===== config.mk =====
export PLATFORM = sky130hd
export DESIGN_NAME = fwd_hazard_ctrl
export DESIGN_NICKNAME = d
export VERILOG_FILES = /design/src/rtl/fwd_hazard_ctrl.sv
export SDC_FILE = /design/constraint.sdc
export NUM_CORES = 1
export LEC_CHECK = 0
export CORE_MARGIN = 1
export CORE_UTILIZATION = 39
export CTS_CLUSTER_DIAMETER = 40
export DETAILED_ROUTE_END_ITERATION = 10
export PLACE_DENSITY = 0.87
export SETUP_SLACK_MARGIN = 0.4
export SLEW_MARGIN = 20
export SYNTH_ARGS = -nofsm -noshare
export SYNTH_HDL_FRONTEND = slang
export SYNTH_SLANG_ARGS = --single-unit

===== constraint.sdc =====
create_clock -name clk -period 7 [get_ports clk]
set_clock_uncertainty 0.1 [all_clocks]
set_input_delay 1.4 -clock clk [delete_from_list [all_inputs] [get_ports clk]]
set_output_delay 1.4 -clock clk [all_outputs]
set_load 0.03 [all_outputs]

===== src/rtl/fwd_hazard_ctrl.sv =====
// rtl/fwd_hazard_ctrl.sv - operand forwarding and hazard stall control for a 5-stage RV32I pipeline
//
// Purpose: selects ALU and ID-comparator operand forwarding sources and runs
// a two-state (RUN/HOLD) stall machine that inserts load-use and
// branch-compare bubbles. Only the FSM state and the optional statistics
// counters are registered; everything else is combinational.
//
// Optional feature macro: HAZ_STATS_EN adds the stall_cycles and
// hazard_events saturating counters.
//
// Ports:
//   clk, rst_n             clock, asynchronous active-low reset
//   id_opcode              opcode of the instruction in IF/ID
//   id_rs1, id_rs2         IF/ID source registers
//   ex_rs1, ex_rs2         ID/EX source registers
//   ex_rd/ex_reg_wr/ex_mem_rd     ID/EX destination, write enable, load flag
//   mem_rd/mem_reg_wr/mem_mem_rd  EX/MEM destination, write enable, load flag
//   wb_rd/wb_reg_wr        MEM/WB destination and write enable
//   br_flush               taken-branch/jump redirect
//   fw_a, fw_b             ALU operand selects (00 RF, 01 EX/MEM, 10 MEM/WB)
//   fw_p, fw_q             ID comparator selects, same encoding
//   stall                  hold PC and IF/ID
//   flush_ex               inject a bubble into ID/EX
//   stall_cycles           (HAZ_STATS_EN) cycles with stall asserted
//   hazard_events          (HAZ_STATS_EN) number of stall entries from RUN
module fwd_hazard_ctrl #(
   parameter int REG_AW   = 5,
   parameter bit BR_IN_ID = 1'b1,
   parameter int CNT_W    = 16
) (
   input  logic              clk,
   input  logic              rst_n,
   input  logic [6:0]        id_opcode,
   input  logic [REG_AW-1:0] id_rs1,
   input  logic [REG_AW-1:0] id_rs2,
   input  logic [REG_AW-1:0] ex_rs1,
   input  logic [REG_AW-1:0] ex_rs2,
   input  logic [REG_AW-1:0] ex_rd,
   input  logic              ex_reg_wr,
   input  logic              ex_mem_rd,
   input  logic [REG_AW-1:0] mem_rd,
   input  logic              mem_reg_wr,
   input  logic              mem_mem_rd,
   input  logic [REG_AW-1:0] wb_rd,
   input  logic              wb_reg_wr,
   input  logic              br_flush,
   output logic [1:0]        fw_a,
   output logic [1:0]        fw_b,
   output logic [1:0]        fw_p,
   output logic [1:0]        fw_q,
   output logic              stall,
   output logic              flush_ex
`ifdef HAZ_STATS_EN
   ,
   output logic [CNT_W-1:0]  stall_cycles,
   output logic [CNT_W-1:0]  hazard_events
`endif
);

   localparam logic [6:0] OP_LUI    = 7'b0110111;
   localparam logic [6:0] OP_AUIPC  = 7'b0010111;
   localparam logic [6:0] OP_JAL    = 7'b1101111;
   localparam logic [6:0] OP_REG    = 7'b0110011;
   localparam logic [6:0] OP_STORE  = 7'b0100011;
   localparam logic [6:0] OP_BRANCH = 7'b1100011;

   typedef enum logic {
      S_RUN  = 1'b0,
      S_HOLD = 1'b1
   } state_t;

   state_t state_q, state_d;

   logic       rs1_used, rs2_used, is_branch, br_mode;
   logic       ex_hit, mem_hit;
   logic [1:0] hazard_n;
   logic       stall_raw;
   logic [1:0] fw_a_raw, fw_b_raw, fw_p_raw, fw_q_raw;

   // A producer matches when it writes a non-zero rd equal to the source.
   function automatic logic prod_match(input logic wr,
                                       input logic [REG_AW-1:0] rd,
                                       input logic [REG_AW-1:0] r);
      return wr && (rd != '0) && (rd == r);
   endfunction

   // EX/MEM is the younger result, so it wins over MEM/WB.
   function automatic logic [1:0] fwd_sel(input logic [REG_AW-1:0] r,
                                          input logic m_wr,
                                          input logic [REG_AW-1:0] m_rd,
                                          input logic w_wr,
                                          input logic [REG_AW-1:0] w_rd);
      if (prod_match(m_wr, m_rd, r)) return 2'b01;
      else if (prod_match(w_wr, w_rd, r)) return 2'b10;
      else return 2'b00;
   endfunction

   assign rs1_used  = !((id_opcode == OP_LUI) || (id_opcode == OP_AUIPC) ||
                        (id_opcode == OP_JAL));
   assign rs2_used  = (id_opcode == OP_REG) || (id_opcode == OP_STORE) ||
                      (id_opcode == OP_BRANCH);
   assign is_branch = (id_opcode == OP_BRANCH);
   // With EX-stage branch resolution a branch is just another rs1/rs2 consumer.
   assign br_mode   = BR_IN_ID && is_branch;

   assign ex_hit  = (rs1_used && prod_match(ex_reg_wr, ex_rd, id_rs1)) ||
                    (rs2_used && prod_match(ex_reg_wr, ex_rd, id_rs2));
   assign mem_hit = (rs1_used && prod_match(mem_reg_wr, mem_rd, id_rs1)) ||
                    (rs2_used && prod_match(mem_reg_wr, mem_rd, id_rs2));

   assign fw_a_raw = fwd_sel(ex_rs1, mem_reg_wr, mem_rd, wb_reg_wr, wb_rd);
   assign fw_b_raw = fwd_sel(ex_rs2, mem_reg_wr, mem_rd, wb_reg_wr, wb_rd);
   assign fw_p_raw = br_mode ? fwd_sel(id_rs1, mem_reg_wr, mem_rd, wb_reg_wr, wb_rd) : 2'b00;
   assign fw_q_raw = br_mode ? fwd_sel(id_rs2, mem_reg_wr, mem_rd, wb_reg_wr, wb_rd) : 2'b00;

   // Number of bubbles the ID instruction needs before its operands are reachable.
   always_comb begin
      hazard_n = 2'd0;
      if (br_mode) begin
         if (ex_hit && ex_mem_rd)        hazard_n = 2'd2;
         else if (ex_hit)                hazard_n = 2'd1;
         else if (mem_hit && mem_mem_rd) hazard_n = 2'd1;
      end else if (ex_hit && ex_mem_rd) begin
         hazard_n = 2'd1;
      end
   end

   always_ff @(posedge clk or negedge rst_n) begin
      if (!rst_n) state_q <= S_RUN;
      else        state_q <= state_d;
   end

   // A redirect discards the ID instruction, so it overrides any stall.
   always_comb begin
      state_d   = state_q;
      stall_raw = 1'b0;
      if (br_flush) begin
         state_d = S_RUN;
      end else begin
         case (state_q)
            S_RUN: begin
               if (hazard_n != 2'd0) begin
                  stall_raw = 1'b1;
                  if (hazard_n == 2'd2) state_d = S_HOLD;
               end
            end
            S_HOLD: begin
               stall_raw = 1'b1;
               state_d   = S_RUN;
            end
            default: state_d = S_RUN;
         endcase
      end
   end

   // Outputs are forced low while reset is asserted.
   assign fw_a     = rst_n ? fw_a_raw : 2'b00;
   assign fw_b     = rst_n ? fw_b_raw : 2'b00;
   assign fw_p     = rst_n ? fw_p_raw : 2'b00;
   assign fw_q     = rst_n ? fw_q_raw : 2'b00;
   assign stall    = rst_n && stall_raw;
   assign flush_ex = rst_n && stall_raw;

`ifdef HAZ_STATS_EN
   localparam logic [CNT_W-1:0] CNT_ONE = {{(CNT_W-1){1'b0}}, 1'b1};
   localparam logic [CNT_W-1:0] CNT_MAX = {CNT_W{1'b1}};

   logic             hazard_start;
   logic [CNT_W-1:0] stall_cycles_q, stall_cycles_d;
   logic [CNT_W-1:0] hazard_events_q, hazard_events_d;

   assign hazard_start = (state_q == S_RUN) && !br_flush && (hazard_n != 2'd0);

   always_comb begin
      stall_cycles_d  = stall_cycles_q;
      hazard_events_d = hazard_events_q;
      if (stall_raw && (stall_cycles_q != CNT_MAX))
         stall_cycles_d = stall_cycles_q + CNT_ONE;
      if (hazard_start && (hazard_events_q != CNT_MAX))
         hazard_events_d = hazard_events_q + CNT_ONE;
   end

   always_ff @(posedge clk or negedge rst_n) begin
      if (!rst_n) begin
         stall_cycles_q  <= '0;
         hazard_events_q <= '0;
      end else begin
         stall_cycles_q  <= stall_cycles_d;
         hazard_events_q <= hazard_events_d;
      end
   end

   assign stall_cycles  = stall_cycles_q;
   assign hazard_events = hazard_events_q;
`endif

endmodule


==> out/results.md <==
• complete, no violations — result of the run
• 55.6 nW/um2 — Cell Pwr Density
• mem_rd[4] — startpoint of the most critical setup path
• 0 — antenna violations before repair
• 0 — remaining number of nets flagged by the antenna check after routing
• sky130_fd_sc_hd__clkdlybuf4s50_1 — Most common cell on crit path
• 6160 ps — worst-case register-to-register setup slack
• 5500 ps — CP required
• 2620 um — wire length reported by the detailed router
• 2350 um — Detailed Place HPWL
• false — unrepaired setup endpoints after global routing
• sky130_fd_sc_hd__xor2_1 — most frequent cell after synthesis
• 933 — number of global-route vias before repair
• 29.1% — post-synthesis share of cell area spent on and, or, nand and nor gates
• 670 ps — stage delay of the slowest cell on the critical path
• state_q — register with the highest flop count
• 71.7% — Slew HR
• 1 — flip-flop and latch count after synthesis
• 1450 um2 — final cell area excluding filler cells
• 4 — number of search-and-repair iterations in the first detailed-routing pass
• 0 — remaining design rule violation count
• 100% — async set or reset register ratio after synthesis
• 7.66 um2 — post-synthesis area per instance
• 5470 ps — final critical-path required period
• 165 — number of nets produced by synthesis
• 59 — Port Buf Inserts
• input pin — crit start category
• 49.5 um — die boundary height
• 16 — count of standard-cell rows
• XOR/XNOR gates — combinational family with the most area after synthesis
• 49.7% — xor-xnor portion of the synthesized cell area
• 1 — count of cells along the worst register-to-register path
• 43.1% — initial cell density of the core
• clkdlybuf4s50_1 > or4_4 > o21ai_4 > nor4_2 > o211ai_2 > a32oi_1 > o211a_1 > clkdlybuf4s50_1 — ordered cell list for the critical path
• 78.1% — share of the clock period used by the worst path after layout
• 0.0805 mW — Total Power
• 0 — EDFF count, synth
• 0 — antenna cells
• 0.183 GHz — Achievable Freq
• 2450 um2 — Die Outline Area
• 115 — number of instances in the synthesized netlist
• 9 — pin count of the biggest net entering global routing
• 0 — total congestion overflow
• 5.15 — average vias per placed instance
• 0% — area share of fa/ha/maj cells after synthesis
• 979 — Vias
• 3970 ps — arrival time reported for the critical path endpoint
• 0 — Hold Violations, Final
• state_q x1 — largest registers
• 0 ps — clock latency of the later-clocked register in the worst-skew pair
• 13.8 um — post-detailed-route wirelength per cell
• 0 — final setup violation count
• 49.5 um — die outline width
• 0.836 — Placer Congestion
• sky130_fd_sc_hd__dfrtp_1 — dominant synthesized flop cell
• 1450 um2 — placed standard-cell area
• 0.513 nW — LEAKAGE
• 0 — number of buffers inserted by hold repair at cts
• 60 — top-level I/O count
• output pin — sort of element at the end of the critical path
• state_q — capture point of the worst reg-to-reg path
• 1 — Worst Hold Depth
• 1 — flip-flop count of the largest register after layout
• 0 — number of cells upsized or downsized after cts
• sky130_fd_sc_hd__xor2_1, sky130_fd_sc_hd__xnor2_1, sky130_fd_sc_hd__nand3_1 — main area contributors after synthesis
• sky130_fd_sc_hd__clkdlybuf4s50_1 — Slowest-stage cell, CP
• 20.8% — overall fraction of global-route tracks in use
• state_q — worst hold endpoint
• 0 ps — Worst-path clk slew
• 4120 um — global-route wire length before repair
• 0 ps — Post-Route Setup TNS
• state_q — launch point of the worst hold path
• sky130_fd_sc_hd__xor2_1 — library cell occupying the most area in the post-synthesis netlist
• in -> out — classification of the worst setup path
• 27.8% — area fraction of the dominant cell type after synthesis
• 5 — maximum fanout along the worst path
• 4.29% — fraction of final layout cells with drive strength greater than 1
• 0 — Max-cap violations
• 41.9 uV — Peak VDD IR
• sky130_fd_sc_hd__xor2_1, sky130_fd_sc_hd__xnor2_1, sky130_fd_sc_hd__nand3_1, sky130_fd_sc_hd__nor3_1, sky130_fd_sc_hd__buf_2 — top cells by instance count after synthesis
• 0 — number of setup buffers added after CTS
• 215 — Final #Nets
• 881 um2 — summed instance area of the synthesized netlist
• 421 ps — worst slew pin tran
• 12 — 1st-iter DRT viols
• 191 — number of inserted filler cells in the final layout
• reg -> reg — Worst Hold Class
• 2.84% — sequential element share of the synthesized area
• 0 — number of pins exceeding their max-slew limit in the final report
• 0 — warnings from Yosys
• 11.4% — Synth Area in Compound Gates
• 0% — multiplexer share of the synthesized area
• 33 — unique cell type count in the Yosys netlist
• state_q — startpoint of the worst register-to-register path
• 2040 um2 — Std-Cell Core Area
• 64.3% — post-synthesis to final-layout area growth
[worst max path at each step]
stage	end	slack, ps	cells past startpoint
5_1_grt	stall	1400	8
2_1_floorplan	fw_a[1]	2470	5
3_5_place_dp	stall	1550	8
4_1_cts	stall	1530	8
6_report	stall	1530	8
3_3_place_gp	flush_ex	1600	8
[where the power goes]
| part | switching [mW] | total (mW) | internal, mW |
|---|---|---|---|
| Sequential | 0.000000194 | 0.00589 | 0.00589 |
| Clock | 0 | 0 | 0 |
| Combinational | 0.0316 | 0.0747 | 0.0431 |
| Total | 0.0316 | 0.0805 | 0.0490 |
[metal layers]
metal	global-route usage [%]	wire length (um)
met4	0	0
met1	27.7	1190
met3	0	118
met2	39.4	1310
met5	0	0
[worst max-delay path, delay by kind of cell]
family,cells,cell delay [ps]
AO/OA/AOI/OAI,4,610
buffers and inverters,2,1290
AND/OR/NAND/NOR,2,650
[stage by stage]
stage | cells | utilization [%] | hold slack (ps) | worst slack [ps]
finish | 190 | 70.9 | 337 | 1530
global placement | 190 | 70.9 | 335 | 1600
global route | 190 | 70.9 | 345 | 1400
floorplan | 115 | - | 310 | 2470
detailed placement | 190 | 70.9 | 333 | 1550
CTS | 190 | 70.9 | 333 | 1530
[layout make-up]
cell class                 count  area (um2)  share of cell area, %
timing repair buffer          59         591                   40.8
multi-input combinational    102         795                   54.9
tap                           27        33.8                   2.33
sequential                     1        25.0                   1.73
inverter                       1        3.75                  0.259
[cell usage in the layout (no fill, tap or decap)]
| cell type | netlist | final |
|---|---|---|
| sky130_fd_sc_hd__o21ai_4 | 1 | 1 |
| sky130_fd_sc_hd__o21ai_0 | 1 | 1 |
| sky130_fd_sc_hd__nor3_1 | 10 | 10 |
| sky130_fd_sc_hd__a31oi_1 | 1 | 1 |
| sky130_fd_sc_hd__o211ai_1 | 2 | 2 |
| sky130_fd_sc_hd__nor4_2 | 2 | 2 |
| sky130_fd_sc_hd__xor2_1 | 28 | 28 |
| sky130_fd_sc_hd__and4bb_2 | 1 | 1 |
| sky130_fd_sc_hd__and2_1 | 2 | 2 |
| sky130_fd_sc_hd__o21a_1 | 1 | 1 |
| sky130_fd_sc_hd__and3_2 | 1 | 1 |
| sky130_fd_sc_hd__xnor2_1 | 22 | 22 |
| sky130_fd_sc_hd__dfrtp_1 | 1 | 1 |
| sky130_fd_sc_hd__o211ai_2 | 1 | 1 |
| sky130_fd_sc_hd__or4_1 | 2 | 2 |
| sky130_fd_sc_hd__or4_4 | 1 | 1 |
| sky130_fd_sc_hd__inv_1 | 1 | 1 |
| sky130_fd_sc_hd__nor4_1 | 3 | 3 |
| sky130_fd_sc_hd__nand2_1 | 1 | 1 |
| sky130_fd_sc_hd__and4_1 | 1 | 1 |
| sky130_fd_sc_hd__nor2b_1 | 1 | 1 |
| sky130_fd_sc_hd__a32oi_1 | 1 | 1 |
| sky130_fd_sc_hd__nor2_1 | 1 | 1 |
| sky130_fd_sc_hd__o211a_1 | 2 | 2 |
| sky130_fd_sc_hd__nor3b_1 | 1 | 1 |
| sky130_fd_sc_hd__nand3_1 | 11 | 11 |
| sky130_fd_sc_hd__clkdlybuf4s50_1 | 0 | 59 |
| sky130_fd_sc_hd__and3_1 | 3 | 3 |
| sky130_fd_sc_hd__o2111ai_1 | 1 | 1 |
[kinds of logic (layout without fill, tap and decap cells)]
| kind of cell | Yosys count | in the layout |
|---|---|---|
| AND/OR/NAND/NOR | 41 | 41 |
| AO/OA/AOI/OAI | 11 | 11 |
| XOR/XNOR | 50 | 50 |
| buffers and inverters | 12 | 60 |
| flip-flops | 1 | 1 |
Note: power is estimated with default switching activity, not from simulation.
